File: config.mk
export PLATFORM = sky130hd
export DESIGN_NAME = add_serial_flat
export DESIGN_NICKNAME = d
export VERILOG_FILES = /design/src/rtl/add_serial_if.sv /design/src/rtl/add_serial.sv /design/src/flat_wrapper.sv
export SDC_FILE = /design/constraint.sdc
export NUM_CORES = 1
export LEC_CHECK = 0
export CAP_MARGIN = 20
export CORE_MARGIN = 2
export CORE_UTILIZATION = 56
export CTS_CLUSTER_DIAMETER = 80
export CTS_CLUSTER_SIZE = 14
export DETAILED_ROUTE_END_ITERATION = 8
export PLACE_DENSITY = 0.82
export SETUP_SLACK_MARGIN = 0.05
export SLEW_MARGIN = 20
export SYNTH_ARGS = -nofsm -noshare
export SYNTH_HDL_FRONTEND = slang
export SYNTH_SLANG_ARGS = --single-unit
File: constraint.sdc
create_clock -name clk -period 3.4 [get_ports clk]
set_input_delay 0.85 -clock clk [delete_from_list [all_inputs] [get_ports clk]]
set_output_delay 0.85 -clock clk [all_outputs]
set_load 0.01 [all_outputs]
File: src/rtl/add_serial_if.sv
// Operand/result bundle of the serial adder; the requester drives through
// master, the adder itself connects through slave.
interface add_serial_if #(
   parameter int WIDTH = 16
);
   logic             start;
   logic             sub;
   logic             cy_in;
   logic [WIDTH-1:0] x;
   logic [WIDTH-1:0] y;
   logic             busy;
   logic             done;
   logic [WIDTH-1:0] s;
   logic             cy_out;
   logic             ovf;

   modport master (
      output start, sub, cy_in, x, y,
      input  busy, done, s, cy_out, ovf
   );

   modport slave (
      input  start, sub, cy_in, x, y,
      output busy, done, s, cy_out, ovf
   );
endinterface

File: src/rtl/add_serial.sv
// Multi-cycle adder/subtractor: latches two WIDTH-bit operands and adds one
// DIGIT-bit slice per clock through a registered carry, LSB slice first.
module add_serial #(
   parameter int WIDTH = 16,
   parameter int DIGIT = 4
) (
   input logic         clk,
   input logic         rst_n,
   add_serial_if.slave bus
);
   localparam int N  = WIDTH / DIGIT;
   localparam int CW = (N > 1) ? $clog2(N) : 1;

   typedef enum logic [0:0] {
      IDLE = 1'b0,
      RUN  = 1'b1
   } state_t;

   state_t           state_r, state_s;
   logic [WIDTH-1:0] x_r, x_s;
   logic [WIDTH-1:0] y_r, y_s;
   logic [WIDTH-1:0] acc_r, acc_s;
   logic [WIDTH-1:0] s_r, s_s;
   logic             c_r, c_s;
   logic             cy_out_r, cy_out_s;
   logic             ovf_r, ovf_s;
   logic             busy_r, busy_s;
   logic             done_r, done_s;
   logic [CW-1:0]    cnt_r, cnt_s;
   logic [DIGIT:0]   slice_s;
   logic             cmsb_s;
   logic             last_s;

   // Slice adder: operands are shifted so the active slice is always at bit 0
   always_comb begin
      slice_s = {1'b0, x_r[DIGIT-1:0]} + {1'b0, y_r[DIGIT-1:0]} + {{DIGIT{1'b0}}, c_r};
      cmsb_s  = slice_s[DIGIT-1] ^ x_r[DIGIT-1] ^ y_r[DIGIT-1];
      last_s  = (cnt_r == CW'(N - 1));
   end

   // Next-state and next-value logic for the IDLE/RUN sequencer
   always_comb begin
      state_s  = state_r;
      x_s      = x_r;
      y_s      = y_r;
      acc_s    = acc_r;
      s_s      = s_r;
      c_s      = c_r;
      cy_out_s = cy_out_r;
      ovf_s    = ovf_r;
      busy_s   = busy_r;
      done_s   = 1'b0;
      cnt_s    = cnt_r;
      case (state_r)
         IDLE: begin
            if (bus.start) begin
               x_s     = bus.x;
               y_s     = bus.sub ? ~bus.y : bus.y;
               c_s     = bus.cy_in;
               cnt_s   = {CW{1'b0}};
               acc_s   = {WIDTH{1'b0}};
               busy_s  = 1'b1;
               state_s = RUN;
            end else begin
               state_s = IDLE;
            end
         end
         RUN: begin
            // New slice enters at the top; after N shifts acc holds the full word
            x_s   = x_r >> DIGIT;
            y_s   = y_r >> DIGIT;
            c_s   = slice_s[DIGIT];
            acc_s = (acc_r >> DIGIT) | (WIDTH'(slice_s[DIGIT-1:0]) << (WIDTH - DIGIT));
            cnt_s = cnt_r + CW'(1);
            if (last_s) begin
               s_s      = acc_s;
               cy_out_s = slice_s[DIGIT];
               ovf_s    = cmsb_s ^ slice_s[DIGIT];
               done_s   = 1'b1;
               busy_s   = 1'b0;
               cnt_s    = {CW{1'b0}};
               state_s  = IDLE;
            end else begin
               state_s = RUN;
            end
         end
         default: begin
            busy_s  = 1'b0;
            state_s = IDLE;
         end
      endcase
   end

   // Sequencer state register
   always_ff @(posedge clk or negedge rst_n) begin
      if (!rst_n) begin
         state_r <= IDLE;
      end else begin
         state_r <= state_s;
      end
   end

   // Datapath and output registers; reset discards any in-flight operation
   always_ff @(posedge clk or negedge rst_n) begin
      if (!rst_n) begin
         x_r      <= {WIDTH{1'b0}};
         y_r      <= {WIDTH{1'b0}};
         acc_r    <= {WIDTH{1'b0}};
         s_r      <= {WIDTH{1'b0}};
         c_r      <= 1'b0;
         cy_out_r <= 1'b0;
         ovf_r    <= 1'b0;
         busy_r   <= 1'b0;
         done_r   <= 1'b0;
         cnt_r    <= {CW{1'b0}};
      end else begin
         x_r      <= x_s;
         y_r      <= y_s;
         acc_r    <= acc_s;
         s_r      <= s_s;
         c_r      <= c_s;
         cy_out_r <= cy_out_s;
         ovf_r    <= ovf_s;
         busy_r   <= busy_s;
         done_r   <= done_s;
         cnt_r    <= cnt_s;
      end
   end

   assign bus.s      = s_r;
   assign bus.cy_out = cy_out_r;
   assign bus.ovf    = ovf_r;
   assign bus.busy   = busy_r;
   assign bus.done   = done_r;
endmodule
File: src/flat_wrapper.sv
// flat-port wrapper written by rule: the top's interface ports become plain ports
module add_serial_flat 
#(
   parameter int WIDTH = 16,
   parameter int DIGIT = 4
)
  (clk, rst_n, bus_start, bus_sub, bus_cy_in, bus_x, bus_y, bus_busy, bus_done, bus_s, bus_cy_out, bus_ovf);
  add_serial_if #(.WIDTH(WIDTH)) bus_i ();
  input logic clk;
  input logic rst_n;
  input wire logic [$bits(bus_i.start)-1:0] bus_start;
  input wire logic [$bits(bus_i.sub)-1:0] bus_sub;
  input wire logic [$bits(bus_i.cy_in)-1:0] bus_cy_in;
  input wire logic [$bits(bus_i.x)-1:0] bus_x;
  input wire logic [$bits(bus_i.y)-1:0] bus_y;
  output wire logic [$bits(bus_i.busy)-1:0] bus_busy;
  output wire logic [$bits(bus_i.done)-1:0] bus_done;
  output wire logic [$bits(bus_i.s)-1:0] bus_s;
  output wire logic [$bits(bus_i.cy_out)-1:0] bus_cy_out;
  output wire logic [$bits(bus_i.ovf)-1:0] bus_ovf;
  assign bus_i.start = bus_start;
  assign bus_i.sub = bus_sub;
  assign bus_i.cy_in = bus_cy_in;
  assign bus_i.x = bus_x;
  assign bus_i.y = bus_y;
  assign bus_busy = bus_i.busy;
  assign bus_done = bus_i.done;
  assign bus_s = bus_i.s;
  assign bus_cy_out = bus_i.cy_out;
  assign bus_ovf = bus_i.ovf;
  add_serial #(.WIDTH(WIDTH), .DIGIT(DIGIT)) u_core (.clk(clk), .rst_n(rst_n), .bus(bus_i));
endmodule
==> metrics <==
clock tree buffer depth=2; Clk network pwr share=0.231; # diodes=0; worst reg2reg setup slack=between 1 and 1.5 ns; worst skew pair latency=0.35 ns; Required @ worst endpoint=about 2.6 ns; Synth Instances=around 280; vias in the first global route=2025; setup violators final=0; Final Hold Viols=0; sequential power share=0.429; Starting Density=0.571; Die Ht=between 70 and 80 um; Hold Buf Count CTS=0; final net count=380; clock-pin slew on the worst setup and hold paths=roughly 0.07 ns; crit-path cells=clkdlybuf4s50_1; Async SR Flop Fraction=1.00; Rows=27; DRC=0; vias=between 2000 and 2500; Power Total=between 0.003 and 0.004 W; Fin Setup TNS=0 ns; grt total ovfl=0; Area contributors post-synth=dfrtp_1 (55%), mux2i_1 (5.8%), xnor2_1 (5.4%); Rel. slew slack=0.444; f_max=between 400 and 500 MHz; WHS Endpoint=u_core.y_r[11]; Tmin final=2.11 ns; Min-Delay Startpoint=u_core.y_r[15]; synthesized area=3110 sq um; CP Launch Point=u_core.bus.busy; Setup Fix Bufs, Post-CTS=0; synthesis-to-finish area growth=25.6%; DR WL/cell=13.4 um; ratio of cells with drive above 1 in the final layout=0.123; crit-path max FO=3; Net Sw Power=approximately 0.0011 W; CTS tree=done; Ports=57; GRT Total Usage=0.202; Largest stage delay, worst path=around 0.54 ns; Post-Synthesis Net Count=327; WP buf/inv=1; combinational power share=0.340; synth warn=0; H-tree depth=3; R2R Path Start=u_core.state_r; sw frac=0.328; Layout fillers=409; hold path cells=2; Crit path arrival time=1.26 ns; final wirelength=5550 um; first-pass GRT wire length=approximately 9400 um; cell-internal power=~0.0022 W; largest net degree at the start of global routing=46; Setup crit start kind=register; worst min path class=register to register; WS Path Type=register to primary output; initial DRC count=slightly above 80; Synth top cells by count=dfrtp_1 (68), nand2_1 (36), o21ai_0 (32); RSZ-0062 raised after global routing=no; Seq/Total Area, Yosys=0.548; FF/Latch Area=1700 sq um; clock skew=~0.0031 ns; Tcrit/Tclk final=0.621; number of synthesized flops with an enable pin=0; post-synth cell types=28; Port Buffers=56; post-CTS sizing=0; Mapped Avg Cell Area=around 11 sq um; Multi-input gate area=around 1300 sq um; DIE AREA=between 6000 and 7000 sq um; vias per cell=between 5 and 6; r2r endpoint=u_core.bus.s[15]; max_cap viols=0; Crit path depth=1; CTS Buf Count=9; Core ar.=approximately 5400 sq um; predominant post-synthesis flop cell=dfrtp_1; Yosys top cell area share=0.548; #FFs+latches synth=~70; final-report max-slew violation count=0; worst-margin pin slew=around 0.83 ns; first drt pass iteration count=4; post-route ant nets=0; PD cells=between 800 and 900 nW/um^2; Peak VDD IR=445 uV; gpl congestion=around 0.76; Root Buffer=clkbuf_8; status=complete, no violations; family with the most delay on the worst path=buffers and inverters; Static Leak=~1.8 nW; Worst Reg-to-Reg Cells=3; antenna violations before repair=0; Setup crit end kind=primary output; Chip Width=~80 um; clock sink count=68; Synth area leader=dfrtp_1; top-count cell post-synth=dfrtp_1; Post-DP HPWL=approximately 3800 um; CP max stage cell=clkdlybuf4s50_1
[registers in the layout, summed over array words and instances (netlist names)]
register and count:
u_core.acc_r 12, u_core.bus.busy 1, u_core.bus.cy_out 1, u_core.bus.done 1, u_core.bus.ovf 1, u_core.bus.s 16, u_core.c_r 1, u_core.cnt_r 2
u_core.state_r 1, u_core.x_r 16, u_core.y_r 16
[worst max path at each step]
stage                       endpoint  slack [ns]
finish                      bus_busy        1.29
global route        u_core.bus.s[15]        1.17
detailed placement     u_core.y_r[5]        1.23
global placement       u_core.y_r[3]        1.28
floorplan             u_core.bus.ovf        1.63
CTS                        bus_s[13]        1.27
[layer usage]
| layer | up-vias | global-route usage | wire length (um) |
|---|---|---|---|
| met5 | - | 0 | 0 |
| met3 | 10 | 0.0747 | 271 |
| met4 | 0 | 0.0930 | 121 |
| met2 | 54 | 0.311 | 2640 |
| li1 | 1064 | - | - |
| met1 | 993 | 0.254 | 2510 |
[through the flow]
step                      utilization  instance area, sq um  hold slack (ns)  worst slack (ns)  std cells
after floorplan                     -                  3110            0.452              1.63        284
after global placement          0.676                  3680            0.463              1.28        398
after detailed placement        0.676                  3680            0.472              1.23        398
after CTS                       0.718                  3900            0.489              1.27        414
after global routing            0.718                  3900            0.508              1.17        414
final                           0.718                  3900            0.490              1.29        414
[power by group through the flow]
stage | Sequential (W) | Combinational (W) | Clock (W)
floorplan | 0.00134 | 0.000747 | 0
global placement | 0.00139 | 0.00106 | 0
detailed placement | 0.00140 | 0.00111 | 0
CTS | 0.00139 | 0.00111 | 0.000761
global route | 0.00143 | 0.00123 | 0.000796
finish | 0.00138 | 0.00110 | 0.000747
[placed cells by master (no fill, tap or decap), types with 2 or more instances in the layout]
| cell | instances |
|---|---|
| nand2_1 | 36 |
| o21ai_1 | 2 |
| fa_1 | 2 |
| nor2_1 | 24 |
| dfrtp_1 | 67 |
| o21ai_0 | 32 |
| a22o_1 | 6 |
| a21oi_1 | 13 |
| buf_4 | 5 |
| a211oi_1 | 5 |
| mux2i_1 | 18 |
| buf_2 | 2 |
| clkinv_2 | 2 |
| ha_1 | 4 |
| clkdlybuf4s50_1 | 54 |
| mux2_2 | 14 |
| nand2b_1 | 8 |
| clkinv_4 | 2 |
| xnor2_1 | 19 |
| inv_1 | 5 |
| clkbuf_8 | 10 |
| bufinv_16 | 2 |
[cell families after synthesis]
logic type                 Yosys count  share of synthesized area
and+or+nand+nor                     69                     0.0906
xor gates and xnor gates            21                     0.0616
AOI/OAI and AO/OA                   62                      0.117
adders and majority gates            6                     0.0290
DFF                                 68                      0.548
muxes                               33                      0.112
buffers and inverters               25                     0.0423
[layout make-up]
| type | count | area share |
|---|---|---|
| sequential | 68 | 0.436 |
| multi-input combinational | 191 | 0.327 |
| timing repair buffer | 61 | 0.151 |
| clock buffer | 10 | 0.0353 |
| tap | 72 | 0.0231 |
| clock inverter | 6 | 0.0224 |
| inverter | 6 | 0.00577 |
Power figures use the tool's default switching activity.
==> variant 1: new RTL, same flow settings <==
Reset style: synchronous (`rst_n`), changed in 2 clocked blocks.
--- a/src/rtl/add_serial.sv
+++ b/src/rtl/add_serial.sv
@@ -94,3 +94,3 @@
    // Sequencer state register
-   always_ff @(posedge clk or negedge rst_n) begin
+   always_ff @(posedge clk) begin
       if (!rst_n) begin
@@ -103,3 +103,3 @@
    // Datapath and output registers; reset discards any in-flight operation
-   always_ff @(posedge clk or negedge rst_n) begin
+   always_ff @(posedge clk) begin
       if (!rst_n) begin
Behaviour: differs if rst_n is asserted again (counterexample within 4 cycles, from zero or initial values and one cycle with rst_n low); with rst_n held inactive, the same outputs for 10 cycles.
==> variant 1 against the original RTL <==
- first-iteration DRC count grew 45%
- sequential cell count is the same
- synthesized area is essentially flat
- routed wire length grew 4.7%
- worst setup slack lost 0.16 ns
- highest routed layer unchanged
- cell area shrank 0.96%
Power is not compared: it rests on default switching activity, and its combinational part moved more than twofold at a synthesized area within 25%.
==> variant 1: results (changes against the original RTL) <==
Layout
  • Fillers: 421 (was 409)
  • Fraction of layout cells with a size suffix above 1: 0.0581 (was 0.123)
  • # nets final: 434 (was 380)

Timing
  • Worst clock skew: 0.00585 ns (was 0.00305 ns)
  • Least-Margin Pin Slew: 0.809 ns (was 0.834 ns)

GRT
  • GRT Overall Usage: 0.203 (was 0.202)
  • First-pass GRT wire length: 9.86 mm (was 9.41 mm)
  • Vias in the first global route: 2,215 (was 2,025)

Yosys
  • Synth unique cells: 29 (was 28)
  • Gate Count Post-Synth: 346 (was 284)
  • Synth area leaders: dfxtp_1 44%, nand2_1 5.9%, xnor2_1 5.6%, mux2i_1 5.2%, nor2b_1 4.6% (was dfrtp_1 55%, mux2i_1 5.8%, xnor2_1 5.4%, o21ai_0 5.2%, mux2_2 5.1%)
  • Ys async rst share: 0 (was 1.00)
  • Post-synth top cells: 68 x dfxtp_1, 49 x nand2_1, 26 x nor2_1 (was 68 x dfrtp_1, 36 x nand2_1, 32 x o21ai_0)
  • Most used DFF post-synth: dfxtp_1 (was dfrtp_1)
  • Syn_nets: 389 (was 327)

Clocking
  • Clk Latency, worst-skew pair: 0.33 ns (was 0.35 ns)

Routing
  • Vias/cell: 5.20 (was 5.12)
  • Initial drt markers: 119 (was 82)
  • Avg WL per Cell: 12.4 µm (was 13.4 µm)
  • DRT Wirelength: 5.81 mm (was 5.55 mm)

Setup path
  • Critical Path Max Stage Delay: 1.00 ns (was 0.54 ns)
  • CP Max Fanout: 15 (was 3)

Placed design
  • Placer Congestion: 0.773 (was 0.763)
  • Placed insts: 452 (was 398)

Run status
  • Status: finished, final reports clean (unchanged)
variant 1: cell types whose count changed in the layout (fill, tap and decap cells not counted), moves of 11 or more:
cell / delta
dfrtp_1: -67
dfxtp_1: +67
nor2b_1: +22
o21ai_0: -22
a21boi_0: +15
mux2_2: -14
nand2_1: +13
nor3b_1: +13
a211oi_1: +11
a21oi_1: +11
and2_1: +11
variant 1: final timing paths:
check | slack, ns | start | cells past startpoint | end
worst min register to register | 0.46 | u_core.bus.s[15]$_SDFFE_PN0P_ | 2 | u_core.bus.s[15]$_SDFFE_PN0P_
worst max register to register | 1.48 | u_core.y_r[0]$_SDFFE_PN0P_ | 8 | u_core.bus.ovf$_SDFFE_PN0P_
worst max-delay path | 1.13 | bus_sub | 5 | u_core.y_r[6]$_SDFFE_PN0P_
worst min-delay path | 0.46 | u_core.bus.s[15]$_SDFFE_PN0P_ | 2 | u_core.bus.s[15]$_SDFFE_PN0P_
variant 1: layout make-up:
type	instances	area (µm²)	area share
well taps	72	90.1	0.0233
repair buffers	61	593	0.153
clock buffers	12	165	0.0427
clock inverters	4	70.1	0.0181
multi-input cells	247	1570	0.406
flip-flops and latches	68	1360	0.352
inverters	4	15.0	0.00388
variant 1: power breakdown:
group	total (mW)	internal, mW	switching (mW)	leakage, nW
Clock	0.761	0.471	0.290	0.122
Sequential	0.861	0.835	0.0266	0.555
Combinational	0.239	0.124	0.115	0.805
variant 1: metal layers:
| layer | up-vias | global-route usage | wire length, µm |
|---|---|---|---|
| li1 | 1254 | - | - |
| met1 | 1122 | 0.250 | 2640 |
| met2 | 50 | 0.342 | 2840 |
| met3 | 9 | 0.0483 | 232 |
| met4 | 0 | 0.0807 | 94 |
| met5 | - | 0 | 0 |
variant 1: per-stage QoR:
step / utilization / setup slack (ns) / instance area [µm²]
floorplan: - / 1.65 / 3110
global placement: 0.668 / 0.902 / 3630
detailed placement: 0.668 / 0.805 / 3630
CTS: 0.711 / 1.15 / 3870
global route: 0.711 / 1.01 / 3870
finish: 0.711 / 1.13 / 3870
variant 1: worst min-delay path, cell delays in order, from the launching register on:
cell and delay, ns:
dfxtp_1 0.31, nand2_1 0.05, a21boi_1 0.05
variant 1: cells by family after synthesis:
group	Yosys count	synth area share
AO/OA/AOI/OAI	79	0.169
XOR/XNOR	21	0.0592
multiplexers	16	0.0515
adder cells (fa/ha/maj)	6	0.0290
flip-flops	68	0.438
buffers and inverters	31	0.0564
AND/OR/NAND/NOR	125	0.197
==> variant 2: new RTL, config.mk and constraints unchanged <==
Made on the original files. `DIGIT` is set to 4 in 2 places; all go to 8.
--- a/src/rtl/add_serial.sv
+++ b/src/rtl/add_serial.sv
@@ -4,3 +4,3 @@
    parameter int WIDTH = 16,
-   parameter int DIGIT = 4
+   parameter int DIGIT = 8
 ) (
--- a/src/flat_wrapper.sv
+++ b/src/flat_wrapper.sv
@@ -4,3 +4,3 @@
    parameter int WIDTH = 16,
-   parameter int DIGIT = 4
+   parameter int DIGIT = 8
 )
Behaviour: not the same (a bounded check fails within 4 cycles, from zero or initial values and one cycle with rst_n low).
==> variant 2 against the original RTL <==
- combinational power grew 35%
- register-to-register slack got worse by 0.42 ns
- routed wire length up 0.72%
- count of clock-buffer cells in the layout rose by 3
- non-clock buffer count down 1
- total power rose by 7.7%
- worst setup slack got worse by 0.37 ns
- sequential cell count shrank 5
- cell area fell by 2.5%
- die area decreased by 4.1%
- synthesized area decreased by 4.3%
- highest routed layer unchanged
==> variant 2: results (changes against the original RTL) <==
Run status
  • Status: finished, final reports clean (unchanged)

GRT
  • Grt met1 use: 0.268 (was 0.254)
  • GRT Overall Usage: 0.217 (was 0.202)
  • GR Util met2: 0.360 (was 0.311)
  • First-pass GRT wire length: 9.94 mm (was 9.41 mm)
  • Largest net degree at the start of global routing: 64 (was 46)

Placed design
  • Pre-CTS WS: 0.938 ns (was 1.23 ns)
  • Placed insts: 379 (was 398)
  • Area post-placement: 3580 µm² (was 3680 µm²)
  • Dpl hpwl: 3.90 mm (was 3.81 mm)
  • Placer Congestion: 0.762 (was 0.763)

Layout
  • Fraction of layout cells with a size suffix above 1: 0.132 (was 0.123)
  • Register area: 1580 µm² (was 1700 µm²)
  • Design Area, Final: 3810 µm² (was 3900 µm²)
  • Count of multi-input gates: 180 (was 191)
  • Clock buffers: 13 (was 10)
  • # nets final: 366 (was 380)
  • Non-clk bufs: 60 (was 61)
  • Clock network contribution to total cell area: 0.0588 (was 0.0577)
  • Non-clock buffer contribution to total cell area: 0.153 (was 0.151)

Yosys
  • Post-Synth XOR/XNOR Area: 0.0749 (was 0.0616)
  • Synth unique cells: 33 (was 28)
  • Mux cell area share after synthesis: 0.111 (was 0.112)
  • Compound-gate portion of the synthesized area: 0.140 (was 0.117)
  • Seq/Total Area, Yosys: 0.530 (was 0.548)
  • Adder-Cell Fraction of Synth Area: 0.0429 (was 0.0290)
  • Gate Count Post-Synth: 265 (was 284)
  • Synth area leaders: dfrtp_1 53%, xnor2_1 5.9%, mux2_2 5.7%, mux2i_1 5.4%, nand2_1 3.8% (was dfrtp_1 55%, mux2i_1 5.8%, xnor2_1 5.4%, o21ai_0 5.2%, mux2_2 5.1%)

Routing
  • Avg WL per Cell: 14.1 µm (was 13.4 µm)
  • Vias: 2,081 (was 2,121)

Setup path
  • Family with the most delay on the worst path: adder cells (was buffers and inverters)

Clocking
  • Clock sinks: 63 (was 68)

Timing
  • Worst clock skew: 0.00867 ns (was 0.00305 ns)
[variant 2: path summary, 6_finish.rpt]
check / from / end / slack, ns / cells past startpoint
worst max-delay path: u_core.c_r$_DFFE_PN0P_ / u_core.bus.ovf$_DFFE_PN0P_ / 0.92 / 9
worst min-delay path: u_core.y_r[9]$_DFFE_PN0P_ / u_core.y_r[1]$_DFFE_PN0P_ / 0.48 / 2
worst max register to register: u_core.c_r$_DFFE_PN0P_ / u_core.bus.ovf$_DFFE_PN0P_ / 0.92 / 9
worst min register to register: u_core.y_r[9]$_DFFE_PN0P_ / u_core.y_r[1]$_DFFE_PN0P_ / 0.48 / 2
max in group asynchronous: rst_n / u_core.y_r[13]$_DFFE_PN0P_ / 2.24 / 2
min in group asynchronous: rst_n / u_core.bus.s[2]$_DFFE_PN0P_ / 0.67 / 2
[variant 2: where the power goes]
group	internal, mW	leakage, nW	switching [mW]
logic	0.780	0.788	0.703
registers	1.07	0.808	0.196
clock network	0.452	0.114	0.279
total	2.30	1.71	1.18
